<file path="src/rtl/mac_addr_filter.sv">
// mac_addr_filter: RX destination-MAC filter with keep/drop verdict and saturating statistics
// Ports: i_clk/i_rst (async, active-high); RX word stream i_rx_data/i_wordNum/i_data_valid/i_recvDn;
//   config i_local_mac, i_mcast_tbl/i_mcast_en, i_mode, i_bcast_en, i_mcast_all, i_cnt_clr;
//   verdict o_recv_keep/o_verdict_vld/o_hit_type/o_hit_idx; counters o_pass_cnt/o_drop_cnt/o_runt_cnt.
module mac_addr_filter #(
    parameter int DATA_W    = 16,
    parameter int WORD_BASE = 1,
    parameter int N_MCAST   = 4,
    parameter int CNT_W     = 16
) (
    input  logic                  i_clk,
    input  logic                  i_rst,
    input  logic [DATA_W-1:0]     i_rx_data,
    input  logic [9:0]            i_wordNum,
    input  logic                  i_data_valid,
    input  logic                  i_recvDn,
    input  logic [47:0]           i_local_mac,
    input  logic [48*N_MCAST-1:0] i_mcast_tbl,
    input  logic [N_MCAST-1:0]    i_mcast_en,
    input  logic [1:0]            i_mode,
    input  logic                  i_bcast_en,
    input  logic                  i_mcast_all,
    input  logic                  i_cnt_clr,
    output logic                  o_recv_keep,
    output logic                  o_verdict_vld,
    output logic [2:0]            o_hit_type,
    output logic [3:0]            o_hit_idx,
    output logic [CNT_W-1:0]      o_pass_cnt,
    output logic [CNT_W-1:0]      o_drop_cnt,
    output logic [CNT_W-1:0]      o_runt_cnt
);
    localparam int WPM = 48 / DATA_W;
    typedef enum logic [1:0] {IDLE, CAP, DEC, HOLD} state_t;
    state_t state, state_nx;
    logic [47:0] da;
    logic [WPM-1:0] mask;
    logic in_range, cap_en, runt_inc, tbl_hit, v_keep;
    logic [2:0] v_type;
    logic [3:0] tbl_idx, v_idx;
    assign in_range = (i_wordNum >= 10'(WORD_BASE)) && (i_wordNum < 10'(WORD_BASE + WPM));
    assign cap_en   = i_data_valid && !i_recvDn && in_range && (state == IDLE || state == CAP);
    assign runt_inc = i_recvDn && (state == IDLE || state == CAP) && |mask;
    always_ff @(posedge i_clk or posedge i_rst) begin
        if (i_rst) state <= IDLE;
        else       state <= state_nx;
    end
    always_comb begin
        state_nx = state;
        case (state)
            IDLE:    state_nx = cap_en ? CAP : IDLE;
            CAP:     state_nx = &mask ? DEC : CAP;
            default: state_nx = HOLD;
        endcase
        if (i_recvDn) state_nx = IDLE;
    end
    // Iterating downward leaves the lowest matching index in tbl_idx.
    always_comb begin
        tbl_hit = 1'b0;
        tbl_idx = '0;
        for (int k = N_MCAST - 1; k >= 0; k--)
            if (i_mcast_en[k] && i_mcast_tbl[48*k +: 48] == da) begin
                tbl_hit = 1'b1;
                tbl_idx = 4'(k);
            end
        v_type = i_mode == 2'b01 ? 3'd5 :
                 i_mode == 2'b10 ? 3'd0 :
                 i_mode == 2'b11 ? (da == i_local_mac ? 3'd2 : 3'd0) :
                 (&da && i_bcast_en) ? 3'd1 :
                 da == i_local_mac ? 3'd2 :
                 tbl_hit ? 3'd3 :
                 (i_mcast_all && da[40]) ? 3'd4 : 3'd0;
        v_idx  = v_type == 3'd3 ? tbl_idx : 4'd0;
        v_keep = v_type != 3'd0;
    end
    always_ff @(posedge i_clk or posedge i_rst) begin
        if (i_rst) begin
            da            <= '0;
            mask          <= '0;
            o_recv_keep   <= 1'b1;
            o_verdict_vld <= 1'b0;
            o_hit_type    <= '0;
            o_hit_idx     <= '0;
        end else begin
            o_verdict_vld <= state == DEC;
            if (state == DEC) begin
                o_recv_keep <= v_keep;
                o_hit_type  <= v_type;
                o_hit_idx   <= v_idx;
            end else if (i_recvDn || state != HOLD) begin
                o_recv_keep <= 1'b1;
            end
            if (i_recvDn || state == DEC) begin
                mask <= '0;
            end else begin
                for (int w = 0; w < WPM; w++)
                    if (cap_en && i_wordNum == 10'(WORD_BASE + w)) begin
                        da[(WPM-1-w)*DATA_W +: DATA_W] <= i_rx_data;
                        mask[w] <= 1'b1;
                    end
            end
        end
    end
    always_ff @(posedge i_clk or posedge i_rst) begin
        if (i_rst) begin
            o_pass_cnt <= '0;
            o_drop_cnt <= '0;
            o_runt_cnt <= '0;
        end else begin
            o_pass_cnt <= i_cnt_clr ? '0 : (state == DEC && v_keep && !(&o_pass_cnt)) ? o_pass_cnt + CNT_W'(1) : o_pass_cnt;
            o_drop_cnt <= i_cnt_clr ? '0 : (state == DEC && !v_keep && !(&o_drop_cnt)) ? o_drop_cnt + CNT_W'(1) : o_drop_cnt;
            o_runt_cnt <= i_cnt_clr ? '0 : (runt_inc && !(&o_runt_cnt)) ? o_runt_cnt + CNT_W'(1) : o_runt_cnt;
        end
    end
endmodule

</file>
<file path="config.mk">
export PLATFORM = sky130hd
export DESIGN_NAME = mac_addr_filter
export DESIGN_NICKNAME = d
export VERILOG_FILES = /design/src/rtl/mac_addr_filter.sv
export SDC_FILE = /design/constraint.sdc
export NUM_CORES = 1
export LEC_CHECK = 0
export ABC_AREA = 0
export CORE_MARGIN = 2
export CORE_UTILIZATION = 44
export DETAILED_ROUTE_END_ITERATION = 8
export MAX_ROUTING_LAYER = met4
export PLACE_DENSITY = 0.87
export SYNTH_ARGS = -nofsm -noshare
export SYNTH_HDL_FRONTEND = slang
export SYNTH_SLANG_ARGS = --single-unit
</file>
<file path="constraint.sdc">
create_clock -name i_clk -period 3.7 [get_ports i_clk]
set_clock_uncertainty 0.2 [all_clocks]
set_input_delay 0.37 -clock i_clk [delete_from_list [all_inputs] [get_ports i_clk]]
set_output_delay 0.37 -clock i_clk [all_outputs]
set_load 0.01 [all_outputs]
</file>
### Word-level counts from Yosys, hierarchy flattened

Index checks and enable logic that the tools add are counted.

* $add $sub $neg: 3
* magnitude comparators: 2
* eq/ne operators: 15
* muxes and demuxes: 33
* bitwise gates (word level): 1
* reduce and logical (&&, ||, !) cells: 46

Operator list (number)
* 48-bit == test: 5
* 16-bit two-way mux: 6
* 16-bit by 1-bit adder with 16-bit output, second input constant: 3
* 16-bit AND reduction: 3
* 48-bit AND reduction: 1
* 3-bit two-way mux: 8
* 10-bit by 2-bit == test with 1-bit output, second input constant: 2
* 1-bit logical AND: 20
* 4-bit two-way mux: 4
* 2-bit nonzero test: 7
* 10-bit by 1-bit == test with 1-bit output, second input constant: 1
* 10-bit by 1-bit >= comparator with 1-bit output, second input constant: 1
* 10-bit by 3-bit less-than comparator with 1-bit output, second input constant: 1
* 1-bit two-way mux: 10
* 2-bit two-way mux: 4
* 2-bit == test, second input constant: 3
* 2-bit AND reduction: 3
* 1-bit zero test: 5
* 2-bit by 1-bit == test with 1-bit output, second input constant: 2
* 2-bit case mux with 2 select lines: 1
* 3-bit by 2-bit == test with 1-bit output, second input constant: 1
* 1-bit logical OR: 3
* 3-bit AND reduction: 1
* 3-bit nonzero test: 1
* other kinds (4): 4

* register bits: 110
* output and inout bits: 57
* word-level logic and storage cells: 114

### Depth between registers and ports, before layout

Gate-level depths: netlist (run 1).

* word-level depth: 18
* mapped depth: 11
* gate-level depth less buffers: 8

### Least setup slack after synthesis (run 1)

OpenSTA, ideal clock, no wires.

* kind: flip-flop to flip-flop
* start point: register da[20]
* end point: register o_drop_cnt[4]
* setup time: 0.078 ns
* arrival time: 2.549 ns
* data required time: 3.422 ns
* path slack: 0.873 ns
* cell stages (with the launch flop): 11
* clock period less this slack: 2.827 ns
* cell sequence: dfrtp_1 -> buf_6 -> xor2_1 -> nor4_1 -> nand4_1 -> or4_4 -> nand4_4 -> o31ai_4 -> buf_6 -> or4_1 -> a21oi_1

* word-level cells in the longest chain between the ends: 17

Ends and longest elaborated chain
* start: declaration: line 35 `logic [47:0] da;`
* start signal: indexed assignment: line 97 `da[(WPM-1-w)*DATA_W +: DATA_W] <= i_rx_data;`
* 48-bit == test: line 61 `if (i_mcast_en[k] && i_mcast_tbl[48*k +: 48] == da) begin`
* 1-bit logical AND: line 61
* 1-bit two-way mux (4 in series): line 61
* 3-bit two-way mux: line 70 `tbl_hit ? 3'd3 :`
* 3-bit two-way mux: line 69 `da == i_local_mac ? 3'd2 :`
* 3-bit two-way mux: line 68 `(&da && i_bcast_en) ? 3'd1 :`
* 3-bit two-way mux *: line 67 `i_mode == 2'b11 ? (da == i_local_mac ? 3'd2 : 3'd0) :`
* 3-bit two-way mux *: line 66 `i_mode == 2'b10 ? 3'd0 :`
* 3-bit two-way mux *: line 65 `v_type = i_mode == 2'b01 ? 3'd5 :`
* 3-bit nonzero test *: line 73 `v_keep = v_type != 3'd0;`
* 1-bit zero test *: line 110 `o_drop_cnt <= i_cnt_clr ? '0 : (state == DEC && !v_keep && !(&o_drop_cnt)) ? o_drop_cnt + CNT_W'(1) : o_drop_c ...`
* 1-bit logical AND * (2 in series): line 110
* 2-bit nonzero test (no source line) *
* end signal: assignment: line 110
* end: declaration: line 29 `output logic [CNT_W-1:0] o_drop_cnt,`

Every way passes the cells marked *; elsewhere a longest branch is shown, timed or not.
A chain may end at the register's enable or synchronous reset.

### Worst setup path in the final report (run 1)

* start point: register da[13]
* end point: register o_pass_cnt[13]

* word-level cells in the longest chain between the ends: 16

Ends and longest elaborated chain
* 48-bit == test: line 61
* 1-bit logical AND: line 61
* 1-bit two-way mux (4 in series): line 61
* 3-bit two-way mux: line 70
* 3-bit two-way mux: line 69
* 3-bit two-way mux: line 68
* 3-bit two-way mux *: line 67
* 3-bit two-way mux *: line 66
* 3-bit two-way mux *: line 65
* 3-bit nonzero test *: line 73
* 1-bit logical AND * (2 in series): line 109 `o_pass_cnt <= i_cnt_clr ? '0 : (state == DEC && v_keep && !(&o_pass_cnt)) ? o_pass_cnt + CNT_W'(1) : o_pass_cn ...`
* 2-bit nonzero test (no source line) *
* end signal: assignment: line 109
* end: declaration: line 28 `output logic [CNT_W-1:0] o_pass_cnt,`

Marks and branches as above.

==> impl_metrics.env, run 1 <==
export IMPL_pwr_share_clk_pct=34.5
export IMPL_timing_critical_path_cells="xor2_1, nor4_1, buf_4, nand4_1, nor3_4, buf_4, nand2_1, o2bb2ai_2, or4_1, a21oi_1"
export IMPL_leakagePower_nw=4.884
export IMPL_comb_power_share_pct=20.6
export IMPL_timing_hold_violations_final=0
export IMPL_fin_nets=1463
export IMPL_grt_max_degree=58
export IMPL_total_switching_power_mw=0.6396
export IMPL_power_per_cell_area_mw_per_mm2=221.7
export IMPL_postSynthAreaPerCell_um2=9.404
export IMPL_synth_cell_type_count=54
export IMPL_route_vias_total=8168
export IMPL_cts_buffer_count=9
export IMPL_period_minus_slack_ns=3.623
export IMPL_irDropWorstVdd_mv=0.2270
export IMPL_final_fill_count=1477
export IMPL_vias_in_the_first_global_route=8060
export IMPL_rows=49
export IMPL_core_area_mm2=0.01802
export IMPL_routed_wirelength_um=32350
export IMPL_critPathArrivalTime_ns=3.68
export IMPL_cts_root_buf="clkbuf_16"
export IMPL_tritoncts="yes"
export IMPL_routed_via_density=5.764
export IMPL_worst_margin_slew_ns=0.9741
export IMPL_timing_rr_start="da[13]$_DFFE_PP0P_"
export IMPL_fmaxAchievable_mhz=276.0
export IMPL_required_ns=3.75
export IMPL_layout_cells_most_common="clkdlybuf4s50_1"
export IMPL_cts_htree_levels=3
export IMPL_reg_clk_slew_reported_paths_ns=0.07
export IMPL_max_slew_margin_pct=35.06
export IMPL_design_die_area_mm2=0.01959
export IMPL_cts_resized=0
export IMPL_setup_violations_final=0
export IMPL_hold_class="register to register"
export IMPL_drt_pass1_iterations=5
export IMPL_wire_per_inst_um=22.83
export IMPL_io_pins=336
export IMPL_timing_critical_path_from_type="register"
export IMPL_synthArstFlopShare_pct=100.0
export IMPL_numClockSinks=108
export IMPL_quantity_of_i_o_buffers_inserted_on_ports=333
export IMPL_rsz_0062_raised_after_global_routing="no"
export IMPL_worst_skew_late_latency_ns=0.35
export IMPL_sw_ratio_pct=24.05
export IMPL_dpl_hpwl_um=25630
export IMPL_timing_critical_path_slowest_stage_cell="dfrtp_1"
export IMPL_synth_edff_count=0
export IMPL_ys_warn_count=0
export IMPL_wire_length_of_the_first_global_routing_pass_um=48080
export IMPL_grt_usage_pct=33.49
export IMPL_timing_critical_path_buf_inv=2
export IMPL_dr_first_iter_drc_count=618
export IMPL_synth_ff_type="dfrtp_1"
export IMPL_utilization_pct=66.53
export IMPL_whs_path_depth=1
export IMPL_drc_errors=0
export IMPL_fp_dieW_um=140.0
export IMPL_critical_path_max_stage_delay_ns=0.74
export IMPL_seq_area_frac_synth_pct=33.24
export IMPL_post_cts_setup_buffers=0
export IMPL_r2r_end="o_pass_cnt[13]$_DFFE_PP0P_"
export IMPL_r2r_slack_ns=0.08
export IMPL_postSynthRegisterBits=108
export IMPL_cts_root_to_sink_buffers=2
export IMPL_final_antenna_net_count=0
export IMPL_antenna_violations_before_repair=2
export IMPL_final_setup_worst_slack_ns=0.07660
export IMPL_drive_gt1_share_pct=10.20
export IMPL_reg2regPathDepth=10
export IMPL_final_max_slew_violation_count=0
export IMPL_worstHoldStart="state[1]$_DFF_PP0_"
export IMPL_period_share_pct=97.93
export IMPL_worst_setup_path_end_kind="register"
export IMPL_seq_power_share_pct=44.9
export IMPL_final_setup_tns_ns=0
export IMPL_critical_path_top_cell_by_count="buf_4"
export IMPL_area_delta_synth_final_pct=47.44
export IMPL_max_cap_violations=0
export IMPL_post_synth_instance_area_mm2=0.008134
export IMPL_crit_family="simple AND/OR/NAND/NOR gates"
export IMPL_critical_path_peak_fanout=20
export IMPL_preCtsSetupSlack_ns=-0.09068
export IMPL_min_delay_worst_endpoint="o_recv_keep$_DFFE_PP1P_"
export IMPL_outcome="finished clean"
export IMPL_hold_buffers=0
export IMPL_path_class="register to register"
export IMPL_syn_instance_count=865
export IMPL_most_common_layout_cells="clkdlybuf4s50_1, xnor2_1, xor2_1"
export IMPL_start_util_pct=45.13
export IMPL_die_h_um=140.0
export IMPL_global_route_overflow_total=0
export IMPL_p_int_mw=2.019
export IMPL_gp_routability_congestion=1.007
routing by layer:
layer,track usage [%],part of all wire [%],vias up
li1,-,-,3682
met1,43.91,40,3949
met2,52.40,47,465
met3,7.077,9.9,72
met4,10.21,3.1,0
met5,-,0,-
cell usage after synthesis, drive strengths merged (2+ instances only):
cell type	count	area share, %
and4	6	0.65
or3b	2	0.22
nand2	33	1.5
nor2b	10	0.77
a22o	2	0.22
a21o	4	0.37
and2	2	0.15
xor2	119	13
inv	14	0.65
nor4	38	2.9
or2	4	0.31
mux2	53	7.3
a21oi	36	2.2
or4	18	1.7
buf	53	4.0
nand2b	6	0.46
dfrtp	107	33
a211o	2	0.22
nand4b	3	0.32
o21ai	18	1.1
nand4	54	4.3
o31ai	23	2.3
xnor2	125	13
nand3	27	1.7
clkbuf	16	0.74
ha	3	0.46
and3	10	0.77
or3	10	0.77
nor3	11	0.82
nor2	39	1.8
final cells by class:
cell class	instances	area, um2	area share, %
multi-input cells	675	5016	41.83
diodes	2	5.005	0.04173
clock inverters	3	22.52	0.1878
inverters	14	55.05	0.4590
well taps	229	286.5	2.389
repair buffers	373	3654	30.46
clock buffers	13	250.2	2.087
flip-flops and latches	108	2704	22.55
cell families (layout without fill, tap and decap cells):
kind of cell             Yosys count  in the layout  synth area share [%]
flip-flops                       108            108                 33.24
buffers and inverters             83            403                 5.399
AO/OA/AOI/OAI                     96             96                 7.645
multiplexers                      54             54                 7.460
XOR/XNOR                         244            244                 26.27
other                              1              4               0.04610
AND/OR/NAND/NOR                  276            276                 19.47
adder cells (fa/ha/maj)            3              3                0.4615
worst max-delay path by stage:
stage,startpoint,endpoint,cells past startpoint
2_1_floorplan,i_rst,da[0]$_DFFE_PP0P_,1
3_3_place_gp,i_mcast_tbl[187],o_pass_cnt[1]$_DFFE_PP0P_,10
3_5_place_dp,i_mcast_tbl[187],o_pass_cnt[13]$_DFFE_PP0P_,9
4_1_cts,da[4]$_DFFE_PP0P_,o_pass_cnt[13]$_DFFE_PP0P_,8
5_1_grt,da[30]$_DFFE_PP0P_,o_pass_cnt[13]$_DFFE_PP0P_,10
6_report,da[13]$_DFFE_PP0P_,o_pass_cnt[13]$_DFFE_PP0P_,10
sequential cells by signal, summed over array words and instances, names as in the netlist:
name and count:
da 48, mask 3, o_drop_cnt 16, o_hit_idx 2, o_hit_type 3, o_pass_cnt 16, o_recv_keep 1, o_runt_cnt 16
o_verdict_vld 1, state 2
through the flow:
stage	total power, mW	instance area [um2]	hold slack (ns)	std cells
3_5_place_dp	1.758	11700	0.2646	1399
5_1_grt	2.757	11990	0.3052	1417
3_3_place_gp	1.749	11700	0.2593	1399
4_1_cts	2.669	11970	0.2746	1415
6_report	2.659	11990	0.2717	1417
2_1_floorplan	1.379	8138	0.2125	866
power by group through the flow:
stage               logic [mW]  registers, mW  clock network (mW)
finish                   0.549           1.19               0.917
global placement         0.533           1.22                   0
floorplan                0.168           1.21                   0
global route             0.585           1.19               0.979
CTS                      0.545           1.19               0.932
detailed placement       0.542           1.22                   0
No activity file was read; power rests on OpenSTA's default activity.
==> run 2: changes to the inputs <==
Settings changed: ABC_AREA 0 to not set.
==> results of run 2 <==
No change in the layout: final DEF, timing and power equal those of run 1.
==> RTL change, RTL diff (config.mk and constraints of run 2) <==
The parameter `CNT_W` goes from 16 to 32.
--- a/src/rtl/mac_addr_filter.sv
+++ b/src/rtl/mac_addr_filter.sv
@@ -6,7 +6,7 @@
     parameter int DATA_W    = 16,
     parameter int WORD_BASE = 1,
     parameter int N_MCAST   = 4,
-    parameter int CNT_W     = 16
+    parameter int CNT_W     = 32
 ) (
     input  logic                  i_clk,
     input  logic                  i_rst,
Interface: changed (resized o_drop_cnt, o_pass_cnt and o_runt_cnt); port bits go from 336 to 384. No check against the original RTL was run, so the function may have changed too.
==> RTL change against run 2 <==
  * Final area up 31%
  * Setup slack worse by 0.065 ns
  * Sequential cell count increased by 48
  * Synthesized area is 33% higher
  * Fmax down 1.8%
  * Total power grew 55%
  * Routed wire length rose by 31%
  * Critical path type unchanged
  * Synthesized cell count grew 36%
==> RTL change: results (changes against run 2) <==
Hold Crit Endpoint=o_hit_idx[0]$_DFFE_PP0P_; r2r startpoint=da[35]$_DFFE_PP0P_; HP Start=o_hit_idx[0]$_DFFE_PP0P_; met1 usage=42.6% (-1.3 points); vias in the first global route=10900 (+35%); multi-input combinational area share=41.0% (-0.87 points); layout cells sized above 1=11.3% (+1.1 points); # fillers=1917 (+30%); library cells used by synthesis=57 (+5.6%); R2R Setup Slk=0.01 ns (-0.06 ns); Seq/Total Area, Yosys=36.0% (+2.8 points); H-tree depth=4 (+1); CTS buffer count=17 (+8); xor/xnor share of the synthesized area=20.4% (-5.9 points); area grow syn2layout=44.4%; Met2 Wirelength=19.7 mm (+30%); multi-input gates=902 (+34%); Total Wirelength=42.3 mm (+31%); post-synthesis adder-cell area fraction=0.346% (-0.12 points); status=finished, final reports clean; Final clock-cell share=3.83% (+1.6 points); VDD IR max=228 µV (+0.61%); GR Util met3=7.73% (+0.65 points); Leak Pwr=6.56 nW (+34%); met3 wire length=4.69 mm (+47%); Worst R2R End=o_pass_cnt[18]$_DFFE_PP0P_; # resized after CTS=2 (+2); mux cell area share after synthesis=7.25% (-0.21 points)
==> RTL change: cell count changes in the layout (fill, tap and decap cells not counted), sizes merged, moves of 11 or more <==
cell / delta
nand2: +11
nor4: +20
xor2: +88
dfrtp: +48
nor2: +40
nand3: +27
inv: +18
clkdlybuf4s50: +48
nand4: +18
xnor2: -80
or4: +11
mux2: +15
nor2b: +21
==> RTL change: stage by stage <==
stage / hold slack [ns] / total power, W / worst slack, ns / TNS, ns
after floorplan: 0.233 / 0.00194 / 0.710 / 0
after CTS: 0.295 / 0.00414 / 0.0587 / 0
after detailed placement: 0.281 / 0.00236 / -0.287 / -9.38
after global placement: 0.267 / 0.00235 / -0.263 / -7.96
final: 0.293 / 0.00412 / 0.0120 / 0
after global routing: 0.317 / 0.00426 / 0.00372 / 0
==> RTL change: power by group <==
group | internal, W | switching (W)
clock network | 0.00103 | 0.000754
registers | 0.00171 | 0.0000118
logic | 0.000368 | 0.000245
